`src/rtl/lcd_digit_reader.sv`:
```
// HD44780 single-character DDRAM reader: one timed read cycle, ASCII digit decode, ready/valid result.
// Optional busy-flag polling before the data read is enabled by defining LCD_READER_BUSY_POLL_EN.
module lcd_digit_reader #(
  parameter int SETUP_CYCLES  = 2,
  parameter int E_HIGH_CYCLES = 12,
  parameter int HOLD_CYCLES   = 2
) (
  input  logic       clk,
  input  logic       reset,
  input  logic       start,
  output logic       busy,
  input  logic [7:0] lcdDataIn,
  output logic       lcdRs,
  output logic       lcdRw,
  output logic       lcdE,
  output logic [3:0] bcdOut,
  output logic       digitError,
  output logic       outValid,
  input  logic       outReady
);

  localparam int MAX_SH  = (SETUP_CYCLES > HOLD_CYCLES) ? SETUP_CYCLES : HOLD_CYCLES;
  localparam int MAX_CYC = (MAX_SH > E_HIGH_CYCLES) ? MAX_SH : E_HIGH_CYCLES;
  localparam int CNT_W   = (MAX_CYC > 1) ? $clog2(MAX_CYC) : 1;

  localparam logic [CNT_W-1:0] L_SETUP = CNT_W'(SETUP_CYCLES - 1);
  localparam logic [CNT_W-1:0] L_EHIGH = CNT_W'(E_HIGH_CYCLES - 1);
  localparam logic [CNT_W-1:0] L_HOLD  = CNT_W'(HOLD_CYCLES - 1);
  localparam logic [CNT_W-1:0] L_ONE   = CNT_W'(1);
  localparam logic [CNT_W-1:0] L_ZERO  = CNT_W'(0);

`ifdef LCD_READER_BUSY_POLL_EN
  typedef enum logic [2:0] {
    S_IDLE   = 3'd0,
    S_SETUP  = 3'd1,
    S_EHIGH  = 3'd2,
    S_HOLD   = 3'd3,
    S_OUT    = 3'd4,
    S_BSETUP = 3'd5,
    S_BEHIGH = 3'd6,
    S_BHOLD  = 3'd7
  } state_t;
`else
  typedef enum logic [2:0] {
    S_IDLE  = 3'd0,
    S_SETUP = 3'd1,
    S_EHIGH = 3'd2,
    S_HOLD  = 3'd3,
    S_OUT   = 3'd4
  } state_t;
`endif

  state_t           r_state;
  logic [CNT_W-1:0] r_cnt;
  logic [7:0]       r_data;
  logic             r_busy;
  logic             r_rs;
  logic             r_rw;
  logic             r_e;
  logic [3:0]       r_bcd;
  logic             r_err;
  logic             r_valid;
  logic [4:0]       w_decoded;

  // Returns {error, bcd}: ASCII '0'..'9' map to their low nibble, anything else to error/F.
  function automatic logic [4:0] decode_digit(input logic [7:0] ch);
    logic [4:0] res;
    if ((ch >= 8'h30) && (ch <= 8'h39)) begin
      res = {1'b0, ch[3:0]};
    end else begin
      res = {1'b1, 4'hF};
    end
    return res;
  endfunction

  assign w_decoded = decode_digit(r_data);

  // Read-cycle sequencer; outputs are registered alongside the state they belong to.
  always_ff @(posedge clk or posedge reset) begin
    if (reset) begin
      r_state <= S_IDLE;
      r_cnt   <= L_ZERO;
      r_data  <= 8'h00;
      r_busy  <= 1'b0;
      r_rs    <= 1'b0;
      r_rw    <= 1'b0;
      r_e     <= 1'b0;
      r_bcd   <= 4'h0;
      r_err   <= 1'b0;
      r_valid <= 1'b0;
    end else begin
      case (r_state)
        S_IDLE: begin
          if (start) begin
            r_busy <= 1'b1;
            r_rw   <= 1'b1;
            r_cnt  <= L_SETUP;
`ifdef LCD_READER_BUSY_POLL_EN
            r_state <= S_BSETUP;
            r_rs    <= 1'b0;
`else
            r_state <= S_SETUP;
            r_rs    <= 1'b1;
`endif
          end
        end
`ifdef LCD_READER_BUSY_POLL_EN
        S_BSETUP: begin
          if (r_cnt == L_ZERO) begin
            r_state <= S_BEHIGH;
            r_e     <= 1'b1;
            r_cnt   <= L_EHIGH;
          end else begin
            r_cnt <= r_cnt - L_ONE;
          end
        end
        S_BEHIGH: begin
          if (r_cnt == L_ZERO) begin
            r_state <= S_BHOLD;
            r_e     <= 1'b0;
            r_data  <= lcdDataIn;
            r_cnt   <= L_HOLD;
          end else begin
            r_cnt <= r_cnt - L_ONE;
          end
        end
        S_BHOLD: begin
          // Bit 7 of the status byte is the controller's busy flag; keep polling while set.
          if (r_cnt == L_ZERO) begin
            r_cnt <= L_SETUP;
            if (r_data[7]) begin
              r_state <= S_BSETUP;
            end else begin
              r_state <= S_SETUP;
              r_rs    <= 1'b1;
            end
          end else begin
            r_cnt <= r_cnt - L_ONE;
          end
        end
`endif
        S_SETUP: begin
          if (r_cnt == L_ZERO) begin
            r_state <= S_EHIGH;
            r_e     <= 1'b1;
            r_cnt   <= L_EHIGH;
          end else begin
            r_cnt <= r_cnt - L_ONE;
          end
        end
        S_EHIGH: begin
          if (r_cnt == L_ZERO) begin
            r_state <= S_HOLD;
            r_e     <= 1'b0;
            r_data  <= lcdDataIn;
            r_cnt   <= L_HOLD;
          end else begin
            r_cnt <= r_cnt - L_ONE;
          end
        end
        S_HOLD: begin
          if (r_cnt == L_ZERO) begin
            r_state <= S_OUT;
            r_rs    <= 1'b0;
            r_rw    <= 1'b0;
            r_valid <= 1'b1;
            r_bcd   <= w_decoded[3:0];
            r_err   <= w_decoded[4];
          end else begin
            r_cnt <= r_cnt - L_ONE;
          end
        end
        S_OUT: begin
          if (outReady) begin
            r_state <= S_IDLE;
            r_valid <= 1'b0;
            r_busy  <= 1'b0;
          end
        end
        default: begin
          r_state <= S_IDLE;
          r_cnt   <= L_ZERO;
          r_busy  <= 1'b0;
          r_rs    <= 1'b0;
          r_rw    <= 1'b0;
          r_e     <= 1'b0;
          r_valid <= 1'b0;
        end
      endcase
    end
  end

  assign busy       = r_busy;
  assign lcdRs      = r_rs;
  assign lcdRw      = r_rw;
  assign lcdE       = r_e;
  assign bcdOut     = r_bcd;
  assign digitError = r_err;
  assign outValid   = r_valid;

endmodule

```
`config.mk`:
```
export PLATFORM = sky130hd
export DESIGN_NAME = lcd_digit_reader
export DESIGN_NICKNAME = d
export VERILOG_FILES = /design/src/rtl/lcd_digit_reader.sv
export SDC_FILE = /design/constraint.sdc
export NUM_CORES = 1
export LEC_CHECK = 0
export CORE_ASPECT_RATIO = 1.4
export CORE_UTILIZATION = 36
export DETAILED_ROUTE_END_ITERATION = 10
export MAX_ROUTING_LAYER = met4
export SLEW_MARGIN = 20
export SYNTH_ARGS = -nofsm -noshare
export SYNTH_HDL_FRONTEND = slang
export SYNTH_SLANG_ARGS = --single-unit
```
`constraint.sdc`:
```
create_clock -name clk -period 2.8 [get_ports clk]
set_input_delay 0.56 -clock clk [delete_from_list [all_inputs] [get_ports clk]]
set_output_delay 0.56 -clock clk [all_outputs]
set_load 0.005 [all_outputs]
```
==> results.md <==
- Top cells by count, synth: 24 x dfrtp_1, 9 x nor2_1, 8 x mux2_4, 8 x o21ai_0, 6 x a21oi_1
- Critical Path, Cell by Cell: inv_1, ha_1, or3b_1, or4b_4, mux2_4
- Final ANT Viol Nets: 0
- NetSw: roughly 0.5 mW
- GRT overflow: 0
- Initial antenna violation count: 0
- Avg WL per Cell: between 10 and 15 um
- FILL cells: around 290
- RSZ-0062 raised after global routing: no
- CP Capture Type: register
- DR iter-0 viols: 18
- Cell Area, Synth: 1170 um^2
- Multi-input logic area: between 500 and 600 um^2
- Hold Fails Final Rpt: 0
- Layout cell share with drive strength beyond 1: 0.121
- Hold Crit Class: reg -> reg
- Pwr Total: 1.48 mW
- Area leader, netlist: dfrtp_1
- Setup violators final: 0
- IO Pins: 22
- EDFF count, synth: 0
- TritonCTS clock tree: yes
- Worst-Margin Slew: between 600 and 700 ps
- Crit Path Max Fanout: 8
- # hold bufs at CTS: 0
- Fin Setup TNS: 0 ps
- Sw frac: 0.339
- CP required: around 3000 ps
- Final slew viol count: 0
- Total GRT Usage: 0.154
- Die height: 69.4 um
- DR DRC count: 0
- Vias per Instance: ~5.3
- Crit Path Category: reg -> reg
- Synth Net Count: around 120
- Part of the power in registers: 0.447
- Async set or reset register ratio after synthesis: 1.00
- Unique masters post-synth: 35
- Cells taking the most area after synthesis: dfrtp_1 51%, mux2_4 10%, o21ai_0 3.4%
- Die footprint: between 3000 and 4000 um^2
- Max clock buf depth: 2
- Die Width: between 50 and 60 um
- RePlAce Congestion: approximately 0.8
- First-pass detailed-route iteration total: 4
- Nets@finish: 140
- Inserted Diodes: 0
- Cell internal pwr: 0.979 mW
- Startpoint class of the critical path: register
- Detailed-route via count: 859
- CTS clock-pin slew for the worst setup and hold paths: 80 ps
- WL final: between 2 and 2.5 mm
- Rel. slew slack: 0.554
- TritonCTS buffer count: 3
- Status: complete, no violations
- FF+latch area: approximately 600 um^2
- Primary FF master, synth: dfrtp_1
- Seq/Total Area, Yosys: 0.514
- Max Cap Viol: 0
- Most numerous cell in the Yosys netlist: dfrtp_1
- CP delay by family, top: simple AND/OR/NAND/NOR gates
- CTS Sinks: 24
- Clock power share: 0.136
- IR drop worst, VDD: about 0.00046 V
- Post-CTS sizing: 0
- Pleak: approximately 0.63 nW
- Core Area: about 3100 um^2
- Layout Skew: between 7 and 8 ps
- Hold_ws: between 400 and 500 ps
- First-pass GRT wire length: between 3 and 4 mm
- Layout Utilization: 0.468
- CTS Root Cell: clkbuf_8
- Max stage delay on crit path: between 600 and 700 ps
- Post-CTS setup repair buffer count: 0
- Tmin final: ~2300 ps
- #FFs+latches synth: 24
- Worst-skew pair later-pin latency: between 200 and 300 ps
- Tcrit/Tclk final: 0.819
- Pin count of the biggest net entering global routing: 25
- Post-synth top area share: 0.514
- Slowest cell on crit path: or4b_4
- Mapped Cells: between 100 and 150
- Number of global-route vias before repair: 860
- I/O Buffers: 21
- H-tree level count: 1
- Fmax: ~440 MHz
- Cell Pwr Density: 1020 nW/um^2
- Final HPWL DP: between 1.5 and 2 mm
- Site Rows: 24
- Initial Util: 0.378
- WP buf/inv: 1
- P&R area growth vs syn: 24.0%
- Combinational share of power: 0.417
- WP data arrival: 2440 ps
- Syn Area/Cell: approximately 11 um^2
- Yosys warnings: 0
[kinds of logic after synthesis]
group | share of synthesized area
compound gates | 0.183
xor+xnor | 0.00750
fa+ha+maj | 0.0214
buf+inv | 0.0428
flops | 0.514
mux | 0.103
simple gates | 0.128
[through the flow]
step           setup slack (ps)  std cells  instance area (um^2)
3_5_place_dp                515        160                  1410
2_1_floorplan               616        104                  1170
5_1_grt                     410        163                  1450
3_3_place_gp                591        160                  1410
4_1_cts                     505        163                  1450
6_report                    506        163                  1450
[routing by layer]
metal / track usage / vias to the layer above / part of all wire
met4: 0.0730 / 0 / 0.0048
met5: - / - / 0
met1: 0.190 / 423 / 0.45
li1: - / 415 / -
met2: 0.239 / 19 / 0.51
met3: 0.0285 / 2 / 0.034
[power by group through the flow]
stage                     Sequential, mW  Clock, mW  Combinational (mW)
after floorplan                    0.607          0               0.451
after global placement             0.663          0               0.602
after detailed placement           0.666          0               0.622
after CTS                          0.661      0.208               0.624
after global routing               0.693      0.224               0.687
final                              0.662      0.201               0.618
[cell type report]
class,count,area share
well taps,39,0.0337
multi-input cells,70,0.358
repair buffers,23,0.155
flip-flops and latches,24,0.415
clock buffers,3,0.0285
inverters,4,0.0104
[cell usage in the layout (no fill, tap or decap), drive strengths merged, types with 3 or more instances in the layout]
master          n
dfrtp          24
clkdlybuf4s50  21
nor2            9
o21ai           8
mux2            8
a21oi           6
nand2           4
inv             4
nor3            4
a21o            3
clkbuf          3
[final timing paths]
check | startpoint | end | slack [ps] | cells after the start
worst min register to register | outValid | outValid | 490 | 1
worst min-delay path | outValid | outValid | 490 | 1
worst max-delay path | r_cnt[0] | r_data[2] | 510 | 5
worst max register to register | r_cnt[0] | r_data[2] | 510 | 5
min in group asynchronous | reset | r_data[6] | 640 | 3
max in group asynchronous | reset | r_cnt[2] | 1920 | 3
[registers in the layout (all words and copies together) (netlist names)]
signal / cells
bcdOut: 4
busy: 1
digitError: 1
lcdE: 1
lcdRw: 1
outValid: 1
r_cnt: 4
r_data: 8
r_state: 3
No activity file was read; power rests on OpenSTA's default activity.
